`src/rtl/ram_arbiter_pkg.sv`:
```
// Shared encodings for the RAM port arbiter: grant owner and the "no write" strobe.
package ram_arbiter_pkg;

    typedef enum logic [1:0] {
        GNT_NONE = 2'b00,
        GNT_M0   = 2'b01,
        GNT_M1   = 2'b10
    } gnt_e;

    localparam logic [3:0] WSTRB_NONE = 4'b0000;

endpackage

```
`src/rtl/arb_starve_cnt.sv`:
```
// Saturating count of consecutive cycles the fetch port was denied while requesting.
module arb_starve_cnt #(
    parameter int LIMIT = 4,
    parameter int CNT_W = 3
) (
    input  logic clk,
    input  logic rst,
    input  logic inc,
    input  logic clr,
    output logic at_limit
);

    localparam logic [CNT_W-1:0] LIMIT_C = CNT_W'(LIMIT);

    logic [CNT_W-1:0] cnt_reg;

    always_ff @(posedge clk or posedge rst) begin
        if (rst) begin
            cnt_reg <= '0;
        end else if (clr) begin
            cnt_reg <= '0;
        end else if (inc && (cnt_reg != LIMIT_C)) begin
            cnt_reg <= cnt_reg + 1'b1;
        end
    end

    assign at_limit = (cnt_reg == LIMIT_C);

endmodule

```
`src/rtl/ram_arbiter.sv`:
```
// Two-port arbiter for a single RAM port: data port wins, fetch port is
// guaranteed a grant after STARVE_LIMIT consecutive denials.
module ram_arbiter
    import ram_arbiter_pkg::*;
#(
    parameter int STARVE_LIMIT = 4,
    parameter int CNT_W        = 3
) (
    input  logic        clk,
    input  logic        rst,
    input  logic        m0_req,
    input  logic [31:0] m0_addr,
    output logic        m0_gnt,
    output logic        m0_rvalid,
    output logic [31:0] m0_rdata,
    input  logic        m1_req,
    input  logic [31:0] m1_addr,
    input  logic [31:0] m1_wdata,
    input  logic [3:0]  m1_wstrb,
    output logic        m1_gnt,
    output logic        m1_rvalid,
    output logic [31:0] m1_rdata,
    output logic [31:0] ram_addr,
    output logic [31:0] ram_wdata,
    output logic [3:0]  ram_wenable,
    input  logic [31:0] ram_rdata
);

    gnt_e grant;
    logic m0_at_limit;
    logic m0_denied;

    // Grant is suppressed during reset so no RAM write can slip through.
    always_comb begin
        grant = GNT_NONE;
        if (!rst) begin
            if (m1_req && !(m0_req && m0_at_limit)) begin
                grant = GNT_M1;
            end else if (m0_req) begin
                grant = GNT_M0;
            end
        end
    end

    assign m0_gnt = (grant == GNT_M0);
    assign m1_gnt = (grant == GNT_M1);

    always_comb begin
        ram_addr    = m0_addr;
        ram_wdata   = '0;
        ram_wenable = WSTRB_NONE;
        if (grant == GNT_M1) begin
            ram_addr    = m1_addr;
            ram_wdata   = m1_wdata;
            ram_wenable = m1_wstrb;
        end
    end

    assign m0_denied = m0_req && !m0_gnt;

    arb_starve_cnt #(
        .LIMIT (STARVE_LIMIT),
        .CNT_W (CNT_W)
    ) u_starve_cnt (
        .clk      (clk),
        .rst      (rst),
        .inc      (m0_denied),
        .clr      (!m0_denied),
        .at_limit (m0_at_limit)
    );

    // Response data holds its last value between grants.
    always_ff @(posedge clk or posedge rst) begin
        if (rst) begin
            m0_rvalid <= 1'b0;
            m1_rvalid <= 1'b0;
            m0_rdata  <= '0;
            m1_rdata  <= '0;
        end else begin
            m0_rvalid <= m0_gnt;
            m1_rvalid <= m1_gnt;
            if (m0_gnt) m0_rdata <= ram_rdata;
            if (m1_gnt) m1_rdata <= ram_rdata;
        end
    end

endmodule

```
`config.mk`:
```
export PLATFORM = sky130hd
export DESIGN_NAME = ram_arbiter
export DESIGN_NICKNAME = d
export VERILOG_FILES = /design/src/rtl/ram_arbiter_pkg.sv /design/src/rtl/arb_starve_cnt.sv /design/src/rtl/ram_arbiter.sv
export SDC_FILE = /design/constraint.sdc
export NUM_CORES = 1
export LEC_CHECK = 0
export ABC_AREA = 1
export ABC_CLOCK_PERIOD_IN_PS = 5900
export BUFFER_PORTS_ARGS = -buffer_cell sky130_fd_sc_hd__buf_4
export CAP_MARGIN = 25
export CORE_AREA = 2 2 105 107
export DETAILED_ROUTE_END_ITERATION = 7
export DIE_AREA = 0 0 107 109
export GPL_TIMING_DRIVEN = 0
export PLACE_DENSITY_LB_ADDON = 0.25
export SYNTH_ARGS = -nofsm -noshare
export SYNTH_HDL_FRONTEND = slang
export SYNTH_HIERARCHICAL = 1
export SYNTH_SLANG_ARGS = --single-unit
```
`constraint.sdc`:
```
create_clock -name clk -period 5.9 [get_ports clk]
set_input_delay 1.77 -clock clk [delete_from_list [all_inputs] [get_ports clk]]
set_output_delay 1.77 -clock clk [all_outputs]
set_load 0.01 [all_outputs]
```
# Word-level counts from Yosys, hierarchy flattened
# Cells that the tools add are included.
[classes]
addsub = 1
eq_ne = 5
n_mux = 8
reduce_logical = 6
[ops]
columns = ["op", "n"]
rows = [
  ["32-bit two-way mux", 2],
  ["3-bit two-way mux", 2],
  ["1-bit logical AND", 4],
  ["2-bit two-way mux", 2],
  ["4-bit two-way mux", 1],
  ["3-bit by 1-bit adder with 3-bit output, second input constant", 1],
  ["3-bit == test, second input constant", 1],
  ["3-bit inequality test, second input constant", 1],
  ["2-bit by 1-bit == test with 1-bit output, second input constant", 1],
  ["2-bit == test, second input constant", 1],
  ["1-bit zero test", 2],
  ["2-bit inequality test, second input constant", 1],
  ["1-bit two-way mux", 1],
]
[word_totals]
reg_bits = 69
in_bits = 136
output_inout_bits = 136
wordCells = 25

# Longest topological paths before layout
[logic_depth]
word_depth = 12
ltp_mapped = 14
mapped_depth_nobuf = 14

# By module
# The synthesis kept the hierarchy.
[modules_own_cells]
columns = ["mod", "n_inst", "cells_each", "area_each_um2", "seq_area_each_um2"]
rows = [
  ["ram_arbiter", 1, 478, 3447.1, 1651.6],
  ["arb_starve_cnt", 1, 26, 188.9, 75.1],
]

# Worst setup path after synthesis
# No wires, ideal clock.
[synth_timing]
path_kind = "input -> register"
from = "input port rst"
to = "register m1_rdata[17]"
setup_ns = 0.078
arrival_ns = 4.281
required_ns = 5.822
path_slack_ns = 1.541
path_stages = 4
path_buffers = 1
cell_sequence = "inv_1 > clkbuf_1 > nand4_1 > nand2_1"
[synth_via]
elab_chain_cells = 2
[synth_rtl]
columns = ["element", "line_no", "source"]
rows = [
  ["start: declaration", "ram_arbiter.sv:10", "input logic rst,"],
  ["2-bit two-way mux", "ram_arbiter.sv:36", "if (!rst) begin"],
  ["2-bit == test", "ram_arbiter.sv:46", "assign m1_gnt = (grant == GNT_M1);"],
  ["end signal: assignment", "ram_arbiter.sv:83", "if (m1_gnt) m1_rdata <= ram_rdata;"],
  ["end: declaration", "ram_arbiter.sv:22", "output logic [31:0] m1_rdata,"],
]
# No other way between the ends.
# A chain may end at the register's enable or synchronous reset.

# Worst setup path in the final report
[layout_timing]
from = "input port rst"
to = "output port ram_addr[8]"
[layout_via]
elab_chain_cells = 3
[layout_rtl]
columns = ["element", "line_no", "source"]
rows = [
  ["2-bit two-way mux", "ram_arbiter.sv:36", ""],
  ["2-bit == test", "ram_arbiter.sv:52", "if (grant == GNT_M1) begin"],
  ["32-bit two-way mux", "ram_arbiter.sv:52", ""],
  ["end: declaration", "ram_arbiter.sv:23", "output logic [31:0] ram_addr,"],
]
# No other way between the ends.

==> key figures <==
Layout
  • Final #Nets: 925
  • Area Growth Syn to Fin: 66.7%
  • Combined area of the multi-input logic cells: approximately 1500 um^2
  • Highest-count cells in the layout ignoring fill and taps: buf_4 (271), nand2_1 (202), dfrtp_1 (69)
  • Share of cells above drive strength 1: between 40 and 50%
  • Storage cell area: around 1700 um^2
  • Commonest non-fill, non-tap cell in the layout: buf_4
  • N_diodes: 0
  • Fillers: 974
  • Final Util: 57.2%

Power and ir drop
  • Leak: 3.64 nW
  • Max IR drop VDD: between 0.0001 and 0.00015 V
  • Total Power: 1.35 mW
  • Power Dens Cells: 223 nW/um^2

Worst hold path
  • Hold WC Path Type: flop to flop
  • Worst Hold End: m1_rdata[12]
  • Min-delay src: m1_rdata[12]
  • Hold path depth: 2

Critical path
  • R2R Path End: u_starve_cnt/cnt_reg[2]
  • Register-to-Register Path Depth: 14
  • RR Startpoint: u_starve_cnt/cnt_reg[0]
  • Required time of the critical path: just over 4 ns
  • Critical path endpoint category: output pin
  • Arrival time worst endpoint: 2.96 ns
  • WS Path Type: input port to output pin
  • CP startpoint kind: input port
  • Worst Path Max Fanout: 10
  • R2r setup slk: slightly below 4 ns

Clocking
  • Setup bufs post-CTS: 0
  • Hold buffer count at cts: 0
  • Clock sinks: 69
  • Worst skew pair latency: 0.34 ns
  • Root Buffer: clkbuf_8
  • Clock transition at path regs: 0.07 ns
  • TritonCTS Buffers: 9
  • H-tree Lvls: 3
  • CTS tree: built
  • Maximum buffer depth of the clock tree: 2
  • Post-cts sizing count: 0

STA
  • Final hold slack: between 0.4 and 0.5 ns
  • Period Utilization, post-route: 80.2%
  • Slew HR: 71.6%
  • RSZ-0062 raised after global routing: false
  • Slew Limit Fails: 0
  • Skew final: a little over 0.01 ns
  • Final setup fails: 0
  • Setup TNS: 0 ns
  • Final worst slack: 1.17 ns
  • Crit path time final: about 4.7 ns
  • Endpoints failing hold: 0
  • Worst-Margin Slew: between 0.4 and 0.5 ns
  • Max frequency: 211 MHz

Die
  • Chip width: 107 um
  • Initial core utilization: 34.3%
  • Die ar.: around 12,000 um^2
  • Row count: 38
  • CORE AREA: 10,600 um^2
  • IO Pins: 272
  • Die height: 109 um

Place
  • Setup WS pre-CTS: 1.17 ns
  • Final GP Congestion: ~0.81
  • Port Buffers: 271
  • DP Wirelength: about 11,000 um

Logic synthesis
  • Synthesized area per cell: 7.21 um^2
  • Synth Area in Simple Gates: about 41%
  • Compound-Gate Fraction of Synth Area: 0%
  • Net Count, Synth: 642
  • Synthesized instance count: 504
  • Sequential share of the synthesized area: 47.5%
  • Main combinational cell family by area after synthesis: simple AND/OR/NAND/NOR gates
  • Synth Warn #: 6
  • Mapped cell area: 3640 um^2
  • Post-Synth Adder-Cell Area: 0.688%
  • XOR/XNOR Fraction of Synth Area: 0%
  • Mux cell area share after synthesis: 0%
  • FF+latch count, synth: 69
  • Distinct cells, synth: 12

Global routing
  • First-pass GRT wire length: 20,600 um
  • Number of global-route vias before repair: 4,060
  • GR Util All Layers: ~22%
  • GRT overflow: 0
  • Largest net degree at the start of global routing: 49
  • Initial antenna violation count: 0

Route
  • Total Routed Length: 13,400 um
  • 1st-iter DRT viols: 233
  • WL per Instance: approximately 14 um
  • Vias per Instance: 4.72
  • Metal1 wirelength: 6010 um
  • DRC: 0
  • DR pass1 iterations: 6
  • Routed wl met2: 6460 um
  • Top Layer Used: met4
  • Final antenna-violating net count: 0
  • Metal3 WL: slightly above 800 um
  • Via count: ~4,400

Flow run
  • Number of max-cap violations: 0

Outcome
  • Status: finished clean
==> how the worst max path moves through the flow <==
stage	startpoint	to	slack (ns)	cells past startpoint
after floorplan	rst	m0_rdata[0]	1.36	2
after global placement	rst	m0_rdata[20]	0.22	3
after detailed placement	rst	ram_addr[8]	1.17	8
after CTS	rst	ram_addr[8]	1.15	8
after global routing	m0_req	m0_gnt	1.07	7
final	rst	ram_addr[8]	1.17	8
==> cell usage after synthesis <==
| master | n | share of area, % |
|---|---|---|
| nand2_2 | 1 | 0.17 |
| nand4_1 | 66 | 11 |
| buf_2 | 36 | 5.0 |
| nand2_1 | 202 | 21 |
| inv_1 | 48 | 5.0 |
| buf_1 | 2 | 0.21 |
| nand3_1 | 35 | 4.8 |
| nor2_2 | 1 | 0.17 |
| ha_1 | 2 | 0.69 |
| nor2_1 | 39 | 4.0 |
| dfrtp_1 | 69 | 47 |
| clkbuf_1 | 3 | 0.31 |
==> power breakdown <==
| part | internal (mW) | switching (mW) | leakage, nW | total, mW |
|---|---|---|---|---|
| Combinational | 0.216 | 0.203 | 2.68 | 0.420 |
| Sequential | 0.537 | 0.0381 | 0.862 | 0.575 |
| Clock | 0.176 | 0.184 | 0.0917 | 0.359 |
| Total | 0.929 | 0.425 | 3.64 | 1.35 |
==> kinds of logic after synthesis <==
| group | count (synthesis) |
|---|---|
| simple gates | 344 |
| buf+inv | 89 |
| flops | 69 |
| fa+ha+maj | 2 |
==> per-stage QoR <==
step / cells / cell area (um^2)
after floorplan: 504 / 3640
after global placement: 915 / 5850
after detailed placement: 916 / 5880
after CTS: 932 / 6060
after global routing: 932 / 6060
final: 932 / 6060
==> worst max-delay path: stages <==
cell     delay [ns]
buf_4          0.10
inv_1          0.05
nand3_1        0.17
buf_2          0.29
buf_2          0.27
nand2_1        0.08
nand2_1        0.09
buf_4          0.13
==> final cells by class <==
class                           instances  area share [%]
Sequential cell                        69            28.5
Buffer                                 41            3.34
Clock inverter                          5           0.557
Timing Repair Buffer                  272            34.0
Multi-Input combinational cell        346            25.2
Tap cell                              140            2.89
Inverter                               48            2.97
Clock buffer                           11            2.50
==> routing by layer <==
layer	GRT usage, %	up-vias
met2	35.5	164
li1	-	2176
met1	31.0	2042
met5	0	-
met4	6.12	0
met3	4.60	17
(Power assumes the default switching activity.)
